`config.mk`:
```
export PLATFORM = sky130hd
export DESIGN_NAME = alu_pipe
export DESIGN_NICKNAME = d
export VERILOG_FILES = /design/src/rtl/alu_pipe.sv
export SDC_FILE = /design/constraint.sdc
export NUM_CORES = 1
export LEC_CHECK = 0
export ABC_CLOCK_PERIOD_IN_PS = 3100
export CAP_MARGIN = 25
export CORE_MARGIN = 3
export CORE_UTILIZATION = 38
export CTS_BUF_LIST = sky130_fd_sc_hd__clkbuf_4
export CTS_CLUSTER_DIAMETER = 150
export DETAILED_ROUTE_END_ITERATION = 8
export GPL_ROUTABILITY_DRIVEN = 0
export GPL_TIMING_DRIVEN = 0
export HOLD_SLACK_MARGIN = 0.15
export RECOVER_POWER = 100
export SLEW_MARGIN = 20
export SYNTH_ARGS = -nofsm -noshare
export SYNTH_HDL_FRONTEND = slang
export SYNTH_SLANG_ARGS = --single-unit
```
`constraint.sdc`:
```
create_clock -name clk -period 3.1 [get_ports clk]
set_input_delay 0.62 -clock clk [delete_from_list [all_inputs] [get_ports clk]]
set_output_delay 0.62 -clock clk [all_outputs]
set_load 0.1 [all_outputs]
```
`src/rtl/alu_pipe.sv`:
```
// alu_pipe: registered WIDTH-bit ALU with valid/ready handshakes on both sides.
// Single-cycle ops (add/sub/logic/shift) produce a result one cycle after accept;
// multiply is an iterative shift-add unit taking WIDTH cycles in the MUL state.
// Optional feature: define ALU_PIPE_SAT_EN to make add/sub saturate as signed.
module alu_pipe #(
  parameter int unsigned WIDTH = 8
) (
  input  logic             clk,
  input  logic             reset,
  input  logic             in_valid,
  output logic             in_ready,
  input  logic [WIDTH-1:0] left,
  input  logic [WIDTH-1:0] right,
  input  logic [2:0]       mode,
  output logic             out_valid,
  input  logic             out_ready,
  output logic [WIDTH-1:0] alu_out,
  output logic             carry,
  output logic             overflow,
  output logic             zero,
  output logic             negative
);

  // Shift-amount width; derived from WIDTH only.
  localparam int unsigned SHW = $clog2(WIDTH);
  localparam logic [SHW-1:0] CntLast = SHW'(WIDTH - 1);

  localparam logic [2:0] OpAdd = 3'd0;
  localparam logic [2:0] OpSub = 3'd1;
  localparam logic [2:0] OpAnd = 3'd2;
  localparam logic [2:0] OpOr  = 3'd3;
  localparam logic [2:0] OpXor = 3'd4;
  localparam logic [2:0] OpShl = 3'd5;
  localparam logic [2:0] OpShr = 3'd6;
  localparam logic [2:0] OpMul = 3'd7;

  typedef enum logic [1:0] {
    StIdle,
    StMul,
    StHold
  } state_e;

  state_e                 state_q, state_d;
  logic [WIDTH-1:0]       res_q, res_d;
  logic                   carry_q, carry_d;
  logic                   ovf_q, ovf_d;
  logic                   zero_q, zero_d;
  logic                   neg_q, neg_d;
  logic [2*WIDTH-1:0]     mcand_q, mcand_d;
  logic [WIDTH-1:0]       mplier_q, mplier_d;
  logic [2*WIDTH-1:0]     acc_q, acc_d;
  logic [SHW-1:0]         cnt_q, cnt_d;

  logic                   accept;
  logic [SHW-1:0]         sh_amt;
  logic [WIDTH:0]         add_ext;
  logic [WIDTH:0]         sub_ext;
  logic [WIDTH:0]         shl_ext;
  logic [WIDTH:0]         shr_ext;
  logic [WIDTH-1:0]       op_res;
  logic                   op_carry;
  logic                   op_ovf;
  logic [2*WIDTH-1:0]     acc_step;

  // Handshake: ready depends only on state and the downstream ready.
  always_comb begin
    in_ready = (state_q == StIdle) || ((state_q == StHold) && out_ready);
    accept   = in_valid && in_ready;
  end

  // Single-cycle datapath evaluated on the live operands at the accept edge.
  always_comb begin
    sh_amt   = right[SHW-1:0];
    add_ext  = {1'b0, left} + {1'b0, right};
    sub_ext  = {1'b0, left} - {1'b0, right};
    // One guard bit on the far side of each shift catches the last bit shifted out;
    // an amount of 0 leaves the guard bit at 0.
    shl_ext  = {1'b0, left} << sh_amt;
    shr_ext  = {left, 1'b0} >> sh_amt;
    op_res   = '0;
    op_carry = 1'b0;
    op_ovf   = 1'b0;
    case (mode)
      OpAdd: begin
        op_res   = add_ext[WIDTH-1:0];
        op_carry = add_ext[WIDTH];
        op_ovf   = (left[WIDTH-1] == right[WIDTH-1]) && (add_ext[WIDTH-1] != left[WIDTH-1]);
      end
      OpSub: begin
        op_res   = sub_ext[WIDTH-1:0];
        op_carry = sub_ext[WIDTH];  // borrow: right > left unsigned
        op_ovf   = (left[WIDTH-1] != right[WIDTH-1]) && (sub_ext[WIDTH-1] != left[WIDTH-1]);
      end
      OpAnd: op_res = left & right;
      OpOr:  op_res = left | right;
      OpXor: op_res = left ^ right;
      OpShl: begin
        op_res   = shl_ext[WIDTH-1:0];
        op_carry = shl_ext[WIDTH];
      end
      OpShr: begin
        op_res   = shr_ext[WIDTH:1];
        op_carry = shr_ext[0];
      end
      default: ;  // multiply goes through the iterative unit
    endcase
`ifdef ALU_PIPE_SAT_EN
    // Signed overflow can only happen in the direction of left's sign, so it
    // alone picks the saturation rail.
    if (((mode == OpAdd) || (mode == OpSub)) && op_ovf) begin
      op_res = left[WIDTH-1] ? {1'b1, {(WIDTH-1){1'b0}}} : {1'b0, {(WIDTH-1){1'b1}}};
    end
`endif
  end

  // One shift-add step: accumulate the multiplicand when the multiplier LSB is set.
  always_comb begin
    acc_step = mplier_q[0] ? (acc_q + mcand_q) : acc_q;
  end

  // Next-state logic for the control FSM, result registers and multiply unit.
  always_comb begin
    state_d  = state_q;
    res_d    = res_q;
    carry_d  = carry_q;
    ovf_d    = ovf_q;
    zero_d   = zero_q;
    neg_d    = neg_q;
    mcand_d  = mcand_q;
    mplier_d = mplier_q;
    acc_d    = acc_q;
    cnt_d    = cnt_q;

    unique case (state_q)
      StIdle, StHold: begin
        if (accept) begin
          if (mode == OpMul) begin
            // Old result stays in res_q but is not presented while in MUL.
            state_d  = StMul;
            mcand_d  = {{WIDTH{1'b0}}, left};
            mplier_d = right;
            acc_d    = '0;
            cnt_d    = '0;
          end else begin
            state_d = StHold;
            res_d   = op_res;
            carry_d = op_carry;
            ovf_d   = op_ovf;
            zero_d  = (op_res == '0);
            neg_d   = op_res[WIDTH-1];
          end
        end else if ((state_q == StHold) && out_ready) begin
          state_d = StIdle;
        end
      end
      StMul: begin
        mcand_d  = mcand_q << 1;
        mplier_d = mplier_q >> 1;
        acc_d    = acc_step;
        cnt_d    = cnt_q + 1'b1;
        if (cnt_q == CntLast) begin
          // Last step folds straight into the result registers.
          state_d = StHold;
          cnt_d   = '0;
          res_d   = acc_step[WIDTH-1:0];
          carry_d = |acc_step[2*WIDTH-1:WIDTH];
          ovf_d   = 1'b0;
          zero_d  = (acc_step[WIDTH-1:0] == '0);
          neg_d   = acc_step[WIDTH-1];
        end
      end
      default: state_d = StIdle;
    endcase
  end

  // State registers; reset aborts any operation in flight and clears the result.
  always_ff @(posedge clk or posedge reset) begin
    if (reset) begin
      state_q  <= StIdle;
      res_q    <= '0;
      carry_q  <= 1'b0;
      ovf_q    <= 1'b0;
      zero_q   <= 1'b0;
      neg_q    <= 1'b0;
      mcand_q  <= '0;
      mplier_q <= '0;
      acc_q    <= '0;
      cnt_q    <= '0;
    end else begin
      state_q  <= state_d;
      res_q    <= res_d;
      carry_q  <= carry_d;
      ovf_q    <= ovf_d;
      zero_q   <= zero_d;
      neg_q    <= neg_d;
      mcand_q  <= mcand_d;
      mplier_q <= mplier_d;
      acc_q    <= acc_d;
      cnt_q    <= cnt_d;
    end
  end

  // Outputs come straight from registered state.
  always_comb begin
    out_valid = (state_q == StHold);
    alu_out   = res_q;
    carry     = carry_q;
    overflow  = ovf_q;
    zero      = zero_q;
    negative  = neg_q;
  end

endmodule

```
# Word-level counts from Yosys, hierarchy flattened
# Index checks and enable logic that the tools add are counted.
# op_classes
n_addsub	4
eq_ne	19
shift	2
mux	42
n_bitwise	3
reduce_logical	15
# ops
cell	count
16-bit two-way mux	5
16-bit case mux with 2 select lines	2
8-bit case mux with 7 select lines	1
8-bit two-way mux	5
8-bit case mux with 2 select lines	2
16-bit adder	1
8-bit logical NOT	2
3-bit == test, second input constant	5
1-bit two-way mux	12
1-bit case mux with 2 select lines	5
8-bit by 8-bit adder with 9-bit output	1
3-bit two-way mux	3
8-bit by 3-bit left shift with 9-bit output	1
9-bit by 3-bit right shift with 9-bit output	1
8-bit by 8-bit subtractor with 9-bit output	1
8-bit AND	1
2-bit two-way mux	4
2-bit != test, second input constant	4
8-bit bitwise OR	1
8-bit OR reduction	1
8-bit XOR	1
3-bit by 2-bit == test with 1-bit output, second input constant	2
3-bit case mux with 2 select lines	1
1-bit logical AND	4
other kinds (17)	19
# totals
register_bits	57
input_bits	23

# Longest topological paths before layout
# logic_depth
word_depth	7
ltp_mapped	11
ltp_nobuf	10

# Worst setup path before layout
# Ideal clock, no wire load.
# synth_timing
path_type	input-to-reg
start	input port out_ready
end	register acc_q[14]
arrival_time_ns	3.445
t_required_ns	2.979
setup_slack_ns	-0.466
path_stages	7
path_cell_list	inv_1 a21oi_1 nand2_1 nor2_2 nor2_1 a21o_1 a22o_2
# synth_via
elab_chain_len	5
# synth_rtl
item	line	rtl
from (decl)	16	input logic out_ready,
1-bit logical AND	67	in_ready = (state_q == StIdle) || ((state_q == StHold) && out_ready);
1-bit logical OR	67	
net in_ready	11	output logic in_ready,
1-bit logical AND	68	accept = in_valid && in_ready;
2-bit != test (no source line)	-	
3-bit AND reduction (no source line)	-	
to (signal assigned)	187	acc_q <= '0;
to (signal assigned)	198	acc_q <= acc_d;
to (decl)	51	logic [2*WIDTH-1:0] acc_q, acc_d;
# The timed path passes the listed nets, and every way through them passes these cells.
# A chain may end at the register's enable or synchronous reset.

# Final worst setup path
# layout_timing
start	input port left[2]
end	register res_q[7], in the netlist alu_out[7]
# layout_via
elab_chain_len	5
elab_cells_between_ends	8
classes_between	add/sub (2); shift (2); mux (4)
# layout_rtl
item	line	rtl
from (decl)	12	input logic [WIDTH-1:0] left,
8-bit by 8-bit subtractor with 9-bit output, or another cell as far along	75	sub_ext = {1'b0, left} - {1'b0, right};
8-bit case mux with 7 select lines (*)	83	case (mode)
8-bit two-way mux (*)	137	if (mode == OpMul) begin
8-bit two-way mux (*)	136	if (accept) begin
8-bit case mux with 2 select lines (*)	134	unique case (state_q)
to (signal assigned)	191	res_q <= res_d;
to (decl)	44	logic [WIDTH-1:0] res_q, res_d;
# Every way passes the cells marked *; elsewhere a longest branch is shown, timed or not. The select of a mux whose other input is x is not followed.

==> results.ini <==
[route]
drc=0
drtIter0Drc=513
route.met2.wl_um=7220
top_layer_used=met4
ant_nets=0
wl_per_cell_um=19.2
route.met3.wl_um=1040
finalWirelength_um=15900
vias=4999
drtPass1Iterations=5
wl_met1_um=7410
avgViaCountPerCell=6.03

[clock_network]
cts_buffers=5
postCtsHoldBufs=0
cts_buffer_depth=2
cts_tree=built
cts_root_buf=clkbuf_4
clkTransAtPathRegs_ns=0.16
htreeDepth=2
clock_sinks=56
clk-insertion-delay-late_ns=0.39

[floorplanning]
start_util_pct=39.0
die_h_um=123
coreArea_um2=13300
io_pins=37
die_width_um=123
die-area_um2=15100
fp-row-count=42

[sta]
whs_ns=0.503
relSlewSlack_pct=-41.5
rsz0062_at_grt=no
period_share_pct=95.2
finalHoldViolations=0
clock.fmax_ghz=0.339
setup_violations=0
clock_skew_ns=0.0162
period_needed_ns=2.95
slew_violations=57
worst_slew_pin_slew_ns=2.12

[worst_setup_path]
critPathRequiredTime_ns=3.40
r2r_slack_ns=0.17
critical_path.startpoint_type=input port
worstSetupPathType=in -> reg
worst_ep_arrival_time_ns=3.25
cp_max_fo=10
end_kind=flop

[yosys]
synth.top_cell.area_share_pct=27.0
yosysWarnings=0
async_flop_share_pct=100
yosys-top-cells-area=dfrtp_1 27%, ha_1 10%, nand2_1 6.4%, mux2i_1 5.6%, o21ai_0 4.3%
synth_edf_count=0
syn_area_per_cell_um2=8.55
yosysTopAreaCell=dfrtp_1
seq_area_frac_synth_pct=27.0
syn_area_um2=5180
yosysUniqueCellTypes=76
synthFlopType=dfrtp_1
synthCells=606
ys_seq_elements=56
synth_fp_nets=674

[place]
dp_hpwl_um=12200
dpl.cell_count=818
portBuffers=36

[global_route]
track_usage_pct=21.6
grt_pass1_wl_um=25800
grt_pass1_vias=4817
overflow=0
antenna_found_initial=1
grt_max_degree=57

[finish]
multiInputGateArea_um2=3580
final_cell_mix=88 x nand2_1, 56 x dfrtp_1, 44 x o21ai_0, 41 x ha_1, 29 x mux2i_1
final_cells=829
fin_nets=719
drive_gt1_share_pct=9.20
fill_cells=1351
area_growth_pct=13.7
regArea_um2=1400
layout_commonest_cell=nand2_1

[power_and_ir_drop]
p_per_area_nw_per_um2=700
ir_worst_vdd_v=0.000237
p_leak_nw=2.57

[status]
failed_checks=capacitance limit, slew limit
outcome=finished with violations

[min_path]
hold_path.class=reg -> reg

[flow_run]
drv_cap=1

==> cells by family (layout without fill, tap and decap cells) <==
logic type | count (synthesis) | in the layout | share of synthesized area, %
AOI/OAI and AO/OA | 200 | 200 | 27.3
xor gates and xnor gates | 12 | 12 | 2.03
adders and majority gates | 45 | 45 | 11.3
buffers and inverters | 63 | 109 | 5.26
DFF | 56 | 56 | 27.0
muxes | 37 | 37 | 8.86
other | 0 | 1 | 0
and+or+nand+nor | 193 | 193 | 18.2
==> registers in the layout, indices dropped and copies added (netlist names) <==
name	flops
alu_out	8
state_q	2
cnt_q	3
carry	1
mcand_q	16
zero	1
mplier_q	8
acc_q	16
overflow	1
==> what timing repair did <==
item	4_1_cts	5_1_grt
pin swaps	1	3
endpoints found under the hold margin	0	0
endpoints found under the setup margin	6	6
setup buffers	0	2
resized for setup	11	15
==> Yosys cell counts, drive strengths merged, types with 9 or more instances <==
| master | instances |
|---|---|
| clkbuf | 18 |
| nor2 | 20 |
| nor3 | 11 |
| nand2 | 88 |
| nor2b | 10 |
| xnor2 | 9 |
| nand3 | 13 |
| a211oi | 11 |
| o22ai | 11 |
| dfrtp | 56 |
| ha | 42 |
| o21ai | 46 |
| nand2b | 12 |
| a21o | 15 |
| inv | 26 |
| a21oi | 27 |
| mux2i | 29 |
| buf | 19 |
==> layer usage <==
layer | up-vias | GRT usage [%]
met5 | - | 0
li1 | 2350 | -
met4 | 0 | 5.46
met1 | 2447 | 31.2
met2 | 187 | 33.3
met3 | 15 | 4.01
==> cell type report <==
type	instances	share of cell area (%)
multi-input cells	487	60.7
flip-flops and latches	56	23.8
repair buffers	38	6.20
well taps	176	3.74
plain buffers	37	2.95
inverters	26	1.66
clock buffers	6	0.764
clock inverters	2	0.191
diodes	1	0.0425
==> critical path, cell delays in order <==
cell             delay [ns]
clkdlybuf4s50_1        0.52
buf_6                  0.17
inv_1                  0.05
ha_1                   0.27
buf_2                  0.18
o21a_1                 0.26
a2111oi_4              0.44
o31a_1                 0.24
o311a_1                0.21
a21oi_1                0.09
o22a_1                 0.19
==> where the power goes <==
part | internal (mW) | switching [mW]
registers | 1.02 | 0.270
clock network | 0.0957 | 0.237
logic | 0.907 | 1.60
total | 2.02 | 2.10
==> metrics by stage <==
| step | power (mW) | utilization [%] | area (µm²) | TNS, ns | setup WS (ns) |
|---|---|---|---|---|---|
| after detailed placement | 3.73 | 43.4 | 5770 | -5.26 | -0.887 |
| after floorplan | 3.07 | - | 5190 | 0 | 0.180 |
| final | 4.12 | 44.3 | 5890 | 0 | 0.150 |
| after CTS | 4.08 | 43.9 | 5840 | 0 | 0.00288 |
| after global routing | 4.44 | 44.3 | 5890 | 0 | 0.0113 |
| after global placement | 3.66 | 43.4 | 5770 | -4.92 | -0.884 |
==> worst paths after layout <==
kind	startpoint	end	cells past startpoint
setup reg to reg	mcand_q[0]	carry	10
setup / recovery	left[2]	alu_out[7]	11
hold reg to reg	alu_out[6]	alu_out[6]	2
min in group asynchronous	reset	mplier_q[4]	2
max in group asynchronous	reset	acc_q[4]	2
hold / removal	alu_out[6]	alu_out[6]	2
No activity file was read; power rests on OpenSTA's default activity.
